$ cat src/rtl/ram_capture_ctrl_pkg.sv
// rtl/ram_capture_ctrl_pkg.sv - shared state encoding for the RAM capture controller
package ram_capture_ctrl_pkg;

    typedef enum logic [1:0] {
        ST_IDLE    = 2'd0,
        ST_ARMED   = 2'd1,
        ST_CAPTURE = 2'd2,
        ST_DONE    = 2'd3
    } cap_state_t;

endpackage

$ cat src/rtl/ram_capture_ctrl_oneshot.sv
// rtl/ram_capture_ctrl_oneshot.sv - registered rising-edge detector turning a GPIO level into a 1-cycle pulse
module pos_oneshot (
    input  logic clk,
    input  logic rst_n,
    input  logic level,
    output logic pulse
);

    logic prev;

    always_ff @(posedge clk or negedge rst_n) begin
        if (!rst_n) begin
            prev  <= 1'b0;
            pulse <= 1'b0;
        end else begin
            prev  <= level;
            pulse <= level & ~prev;
        end
    end

endmodule

$ cat src/rtl/ram_capture_ctrl.sv
// rtl/ram_capture_ctrl.sv - writes a sample stream into block RAM at sequential addresses
// Optional external trigger stage enabled by defining CAPTURE_TRIG_EN.
module ram_capture_ctrl
    import ram_capture_ctrl_pkg::*;
#(
    parameter int N_ADDR_BITS = 20,
    parameter int MEM_DEPTH   = 1048576,
    parameter int DATA_W      = 16
) (
    input  logic                   s_axi_clk,
    input  logic                   s_axi_reset,
    input  logic                   arm,
    input  logic                   abort,
    input  logic                   write_addr,
    input  logic                   write_stop_addr,
    input  logic [N_ADDR_BITS-1:0] set_ram_addr,
    input  logic [N_ADDR_BITS-1:0] stop_addr,
    input  logic                   loop_capture,
    input  logic                   capture_en,
    input  logic                   sample_valid,
    input  logic [DATA_W-1:0]      sample_data,
`ifdef CAPTURE_TRIG_EN
    input  logic                   trig_in,
`endif
    output logic [N_ADDR_BITS-1:0] ram_addr,
    output logic [DATA_W-1:0]      ram_din,
    output logic                   ram_wen,
    output logic                   capture_done,
    output logic                   busy,
    output logic                   wrapped,
    output logic [N_ADDR_BITS:0]   sample_count
);

    localparam logic [N_ADDR_BITS-1:0] LAST_ADDR = N_ADDR_BITS'(MEM_DEPTH - 1);

    cap_state_t             state;
    logic [N_ADDR_BITS-1:0] start_addr;
    logic [N_ADDR_BITS-1:0] stop_reg;
    logic [N_ADDR_BITS-1:0] wr_ptr;
    logic [N_ADDR_BITS-1:0] eff_start;
    logic                   arm_p, abort_p, waddr_p, wstop_p, trig_p;
    logic                   write_now;

    pos_oneshot u_arm   (.clk(s_axi_clk), .rst_n(s_axi_reset), .level(arm),             .pulse(arm_p));
    pos_oneshot u_abort (.clk(s_axi_clk), .rst_n(s_axi_reset), .level(abort),           .pulse(abort_p));
    pos_oneshot u_waddr (.clk(s_axi_clk), .rst_n(s_axi_reset), .level(write_addr),      .pulse(waddr_p));
    pos_oneshot u_wstop (.clk(s_axi_clk), .rst_n(s_axi_reset), .level(write_stop_addr), .pulse(wstop_p));
`ifdef CAPTURE_TRIG_EN
    pos_oneshot u_trig  (.clk(s_axi_clk), .rst_n(s_axi_reset), .level(trig_in),         .pulse(trig_p));
`else
    assign trig_p = 1'b0;
`endif

    // An address load in the same cycle as arm must be the one the capture starts from.
    assign eff_start = (waddr_p && state != ST_CAPTURE) ? set_ram_addr : start_addr;

    // The trigger cycle itself may carry a sample, so ARMED+trigger counts as a write cycle.
    assign write_now = sample_valid && capture_en && !abort_p &&
                       ((state == ST_CAPTURE) || (state == ST_ARMED && trig_p));

    always_ff @(posedge s_axi_clk or negedge s_axi_reset) begin
        if (!s_axi_reset) begin
            state        <= ST_IDLE;
            start_addr   <= '0;
            stop_reg     <= LAST_ADDR;
            wr_ptr       <= '0;
            capture_done <= 1'b0;
            wrapped      <= 1'b0;
            busy         <= 1'b0;
            sample_count <= '0;
        end else begin
            busy <= (state == ST_ARMED) || (state == ST_CAPTURE);
            if (wstop_p)
                stop_reg <= stop_addr;
            if (waddr_p && state != ST_CAPTURE) begin
                start_addr <= set_ram_addr;
                wr_ptr     <= set_ram_addr;
            end
            if (abort_p) begin
                state <= ST_IDLE;
                if (state == ST_DONE)
                    capture_done <= 1'b1;
            end else begin
                case (state)
                    ST_IDLE, ST_DONE: begin
                        if (state == ST_DONE)
                            capture_done <= 1'b1;
                        if (arm_p) begin
                            wr_ptr       <= eff_start;
                            capture_done <= 1'b0;
                            wrapped      <= 1'b0;
                            sample_count <= '0;
`ifdef CAPTURE_TRIG_EN
                            state        <= ST_ARMED;
`else
                            state        <= ST_CAPTURE;
`endif
                        end
                    end
                    ST_ARMED:   if (trig_p) state <= ST_CAPTURE;
                    default:    ;
                endcase
            end
            if (write_now) begin
                if (sample_count != '1)
                    sample_count <= sample_count + (N_ADDR_BITS+1)'(1);
                if (wr_ptr == stop_reg && !loop_capture) begin
                    state <= ST_DONE;
                end else if (wr_ptr == stop_reg) begin
                    wr_ptr  <= start_addr;
                    wrapped <= 1'b1;
                end else if (wr_ptr == LAST_ADDR) begin
                    wr_ptr <= '0;
                end else begin
                    wr_ptr <= wr_ptr + N_ADDR_BITS'(1);
                end
            end
        end
    end

    always_ff @(posedge s_axi_clk or negedge s_axi_reset) begin
        if (!s_axi_reset) begin
            ram_wen  <= 1'b0;
            ram_addr <= '0;
            ram_din  <= '0;
        end else begin
            ram_wen  <= write_now;
            ram_addr <= wr_ptr;
            if (write_now)
                ram_din <= sample_data;
        end
    end

endmodule

$ cat config.mk
export PLATFORM = sky130hd
export DESIGN_NAME = ram_capture_ctrl
export DESIGN_NICKNAME = d
export VERILOG_FILES = /design/src/rtl/ram_capture_ctrl_pkg.sv /design/src/rtl/ram_capture_ctrl_oneshot.sv /design/src/rtl/ram_capture_ctrl.sv
export SDC_FILE = /design/constraint.sdc
export NUM_CORES = 1
export LEC_CHECK = 0
export BUFFER_PORTS_ARGS = -buffer_cell sky130_fd_sc_hd__buf_2
export CORE_ASPECT_RATIO = 1.1
export CORE_UTILIZATION = 55
export CTS_CLUSTER_DIAMETER = 60
export DETAILED_ROUTE_END_ITERATION = 10
export HOLD_SLACK_MARGIN = 0.08
export PLACE_DENSITY = 0.88
export SLEW_MARGIN = 10
export SYNTH_ARGS = -nofsm -noshare
export SYNTH_HDL_FRONTEND = slang
export SYNTH_HIERARCHICAL = 1
export SYNTH_SLANG_ARGS = --single-unit
$ cat constraint.sdc
create_clock -name s_axi_clk -period 2.35 [get_ports s_axi_clk]
set_input_delay 0.47 -clock s_axi_clk [delete_from_list [all_inputs] [get_ports s_axi_clk]]
set_output_delay 0.47 -clock s_axi_clk [all_outputs]
set_load 0.02 [all_outputs]
==> qor.txt <==
# DRC: 0
VDD IR max: 0.537 mV
Worst-path clk slew: 0.06 ns
Slowest CP cell: dfrtp_1
RePlAce Congestion: 0.914
Syn avg cell area: 9.68 um^2
Flop2flop setup slack: 0.14 ns
Clk pwr share: 34.6%
Minimum clock period: 2.21 ns
Synth unique cells: 54
Total power: 7930 uW
Initial core utilization: 56.8%
CTS tree: built
Multi-input combinational cell area: 0.00274 mm^2
Final setup vio count: 0
Cells after Synth: 643
Site row count: 40
Synthesized flop and latch total: 131
Utilization after layout: 70.5%
Post-CTS setup buffers: 0
Switching share of total power: 32.2%
Rel. slew slack: 42.9%
Initial DRC Count: 521
Mapped Nets: 712
Register-to-Register Path Depth: 6
Worst Setup End Kind: flip-flop
Routed WL: 17000 um
Total of max-cap violations: 0
Yosys warns: 6
Synth-to-layout area growth: 24.0%
HPWL Detailed: 11200 um
Most flops, register: sample_count
NetSw: 2550 uW
Worst hold margin: 0.182 ns
Top-level I/O count: 126
Area leader, netlist: dfrtp_1
Hold Path Class: in2reg
Die height: 114 um
Static Leak: 0.00368 uW
Post-DP Area: 0.00707 mm^2
Actual slew at the worst max-slew pin: 0.856 ns
Clock skew: 0.00730 ns
Die area: 0.0117 mm^2
Fraction of layout cells with a size suffix above 1: 29.5%
Vias: 5604
Crit path arrival time: 2.51 ns
Crit-path leading delay family: simple AND/OR/NAND/NOR gates
Port bufs: 125
Vias/cell: 6.01
H-tree depth: 4
Global-route wire length before repair: 27100 um
Post-Syn Area: 0.00623 mm^2
Max reg flops: 21
CTS Sinks: 131
Top cells by area, synth: dfrtp_1 45%, nand2_1 9.9%, dfstp_2 8.4%
Total CTS buffers: 17
Gr usage total: 30.6%
Comb pwr share: 24.3%
Total gr overflow: 0
Initial antenna violation count: 2
DRT Pass-1 Iters: 8
Count leader, synth: nand2_1
Yosys top cell area share: 44.6%
Core footprint: 0.0110 mm^2
CP startpoint kind: flip-flop
Max Fclk: 452 MHz
WP depth: 6
Top FF cell, synth: dfrtp_1
Pwr dens: 1030 mW/mm^2
Final period util: 94.1%
Post-synth ARST share: 100%
Largest net degree at the start of global routing: 53
Nets: 840
Clk_lat worst skew: 0.41 ns
Worst Path Max Fanout: 7
Post-synth EDFFs: 0
Final Cell Area: 0.00772 mm^2
Worst hold stages: 1
Routed len/inst: 18.3 um
Post-synthesis sequential area ratio: 53.1%
Commonest cells in the netlist: 164 x nand2_1, 111 x dfrtp_1, 37 x o21ai_0
Crit Path Class: reg2reg
Pins Over Slew Limit: 0
Pint: 5380 uW
Antenna-violating nets left: 0
Worst endpoint required time: 2.65 ns
Layout fillers: 782
DIE WIDTH: 103 um
Buf/Inv on CP: 0
Highest cell delay on the worst timing path: 0.53 ns
Place WS: -0.0113 ns
Vias in the first global route: 5460
Bufs on Longest Clock Path: 2
Area taken by flip-flops and latches: 0.00330 mm^2
Setup slack after layout: 0.139 ns
Root Driver: clkbuf_16
Outcome: finished, final reports clean
Final Hold Fails: 0
RSZ-0062 raised after global routing: no
Share of power burned in registers: 41.1%
Worst path cell trace: nand4_1, or2_2, nor3_1, xor2_1, nor2_1, a221oi_1
==> layer usage <==
layer / track usage (%) / part of all wire, %
met2: 50.0 / 49
met1: 38.6 / 39
met4: 12.8 / 3.0
met5: 0 / 0
met3: 7.41 / 8.7
==> placed cells by master (no fill, tap or decap), types with 3 or more instances in the layout <==
| cell type | n |
|---|---|
| dfrtp_1 | 111 |
| o21ai_1 | 10 |
| and4_1 | 4 |
| nand4_1 | 13 |
| bufinv_16 | 4 |
| buf_2 | 124 |
| dfstp_2 | 20 |
| a22oi_1 | 7 |
| xor2_1 | 10 |
| mux2_2 | 20 |
| nand3_1 | 36 |
| clkbuf_16 | 17 |
| clkinv_2 | 3 |
| buf_4 | 20 |
| o2bb2ai_1 | 4 |
| a31oi_1 | 5 |
| inv_1 | 5 |
| o21ai_0 | 37 |
| xnor2_1 | 28 |
| a21oi_1 | 8 |
| a221o_1 | 3 |
| nor4_1 | 8 |
| clkbuf_1 | 4 |
| nor2b_1 | 3 |
| nand2_1 | 163 |
| nor3_1 | 7 |
| nand2b_1 | 3 |
| nor2_1 | 24 |
| nor2b_4 | 4 |
| a221oi_1 | 7 |
| and3_1 | 10 |
| o31ai_1 | 13 |
| o22ai_1 | 3 |
| ha_1 | 4 |
| buf_12 | 3 |
| clkinvlp_4 | 3 |
| mux2i_1 | 4 |
==> cells by family (layout without fill, tap and decap cells) <==
kind of cell             after synthesis  in the layout  share of synthesized area, %
AO/OA/AOI/OAI                        110            110                          11.7
XOR/XNOR                              38             38                          5.35
adder cells (fa/ha/maj)                4              4                         0.804
buffers and inverters                 47            188                          3.24
flip-flops                           131            131                          53.1
multiplexers                          24             24                          4.26
other                                  0              1                             0
AND/OR/NAND/NOR                      289            289                          21.6
==> what timing repair did <==
item                                   in CTS  in global routing
resized for setup                           1                  7
hold buffers                                1                  0
setup endpoints to repair                   1                 13
endpoints found under the hold margin      26                  0
cloned                                      0                  0
==> metrics by stage <==
stage,TNS (ns),cells
2_1_floorplan,0,643
3_3_place_gp,0,898
3_5_place_dp,-0.0113,898
4_1_cts,0,931
5_1_grt,0,932
6_report,0,932
==> power by group through the flow <==
stage	clock, uW	sequential [uW]	combinational (uW)
after floorplan	0	3370	1030
after global placement	0	3220	1780
after detailed placement	0	3270	1860
after CTS	2760	3240	1910
after global routing	2890	3300	2110
final	2740	3260	1930
==> worst paths after layout <==
path	start	endpoint
max	wr_ptr[6]	wr_ptr[16]
min	write_stop_addr	u_wstop/prev
max reg2reg	wr_ptr[6]	wr_ptr[16]
min reg2reg	u_abort/prev	u_abort/pulse
max in group asynchronous	s_axi_reset	stop_reg[6]
min in group asynchronous	s_axi_reset	ram_addr[18]
==> area by class of cell <==
class | instances | share of cell area (%)
inverters | 7 | 0.340
repair buffers | 149 | 11.1
clock buffers | 22 | 5.88
multi-input cells | 465 | 35.5
well taps | 147 | 2.38
clock inverters | 10 | 2.04
flip-flops and latches | 131 | 42.8
diodes | 1 | 0.0324
No activity file was read; power rests on OpenSTA's default activity.
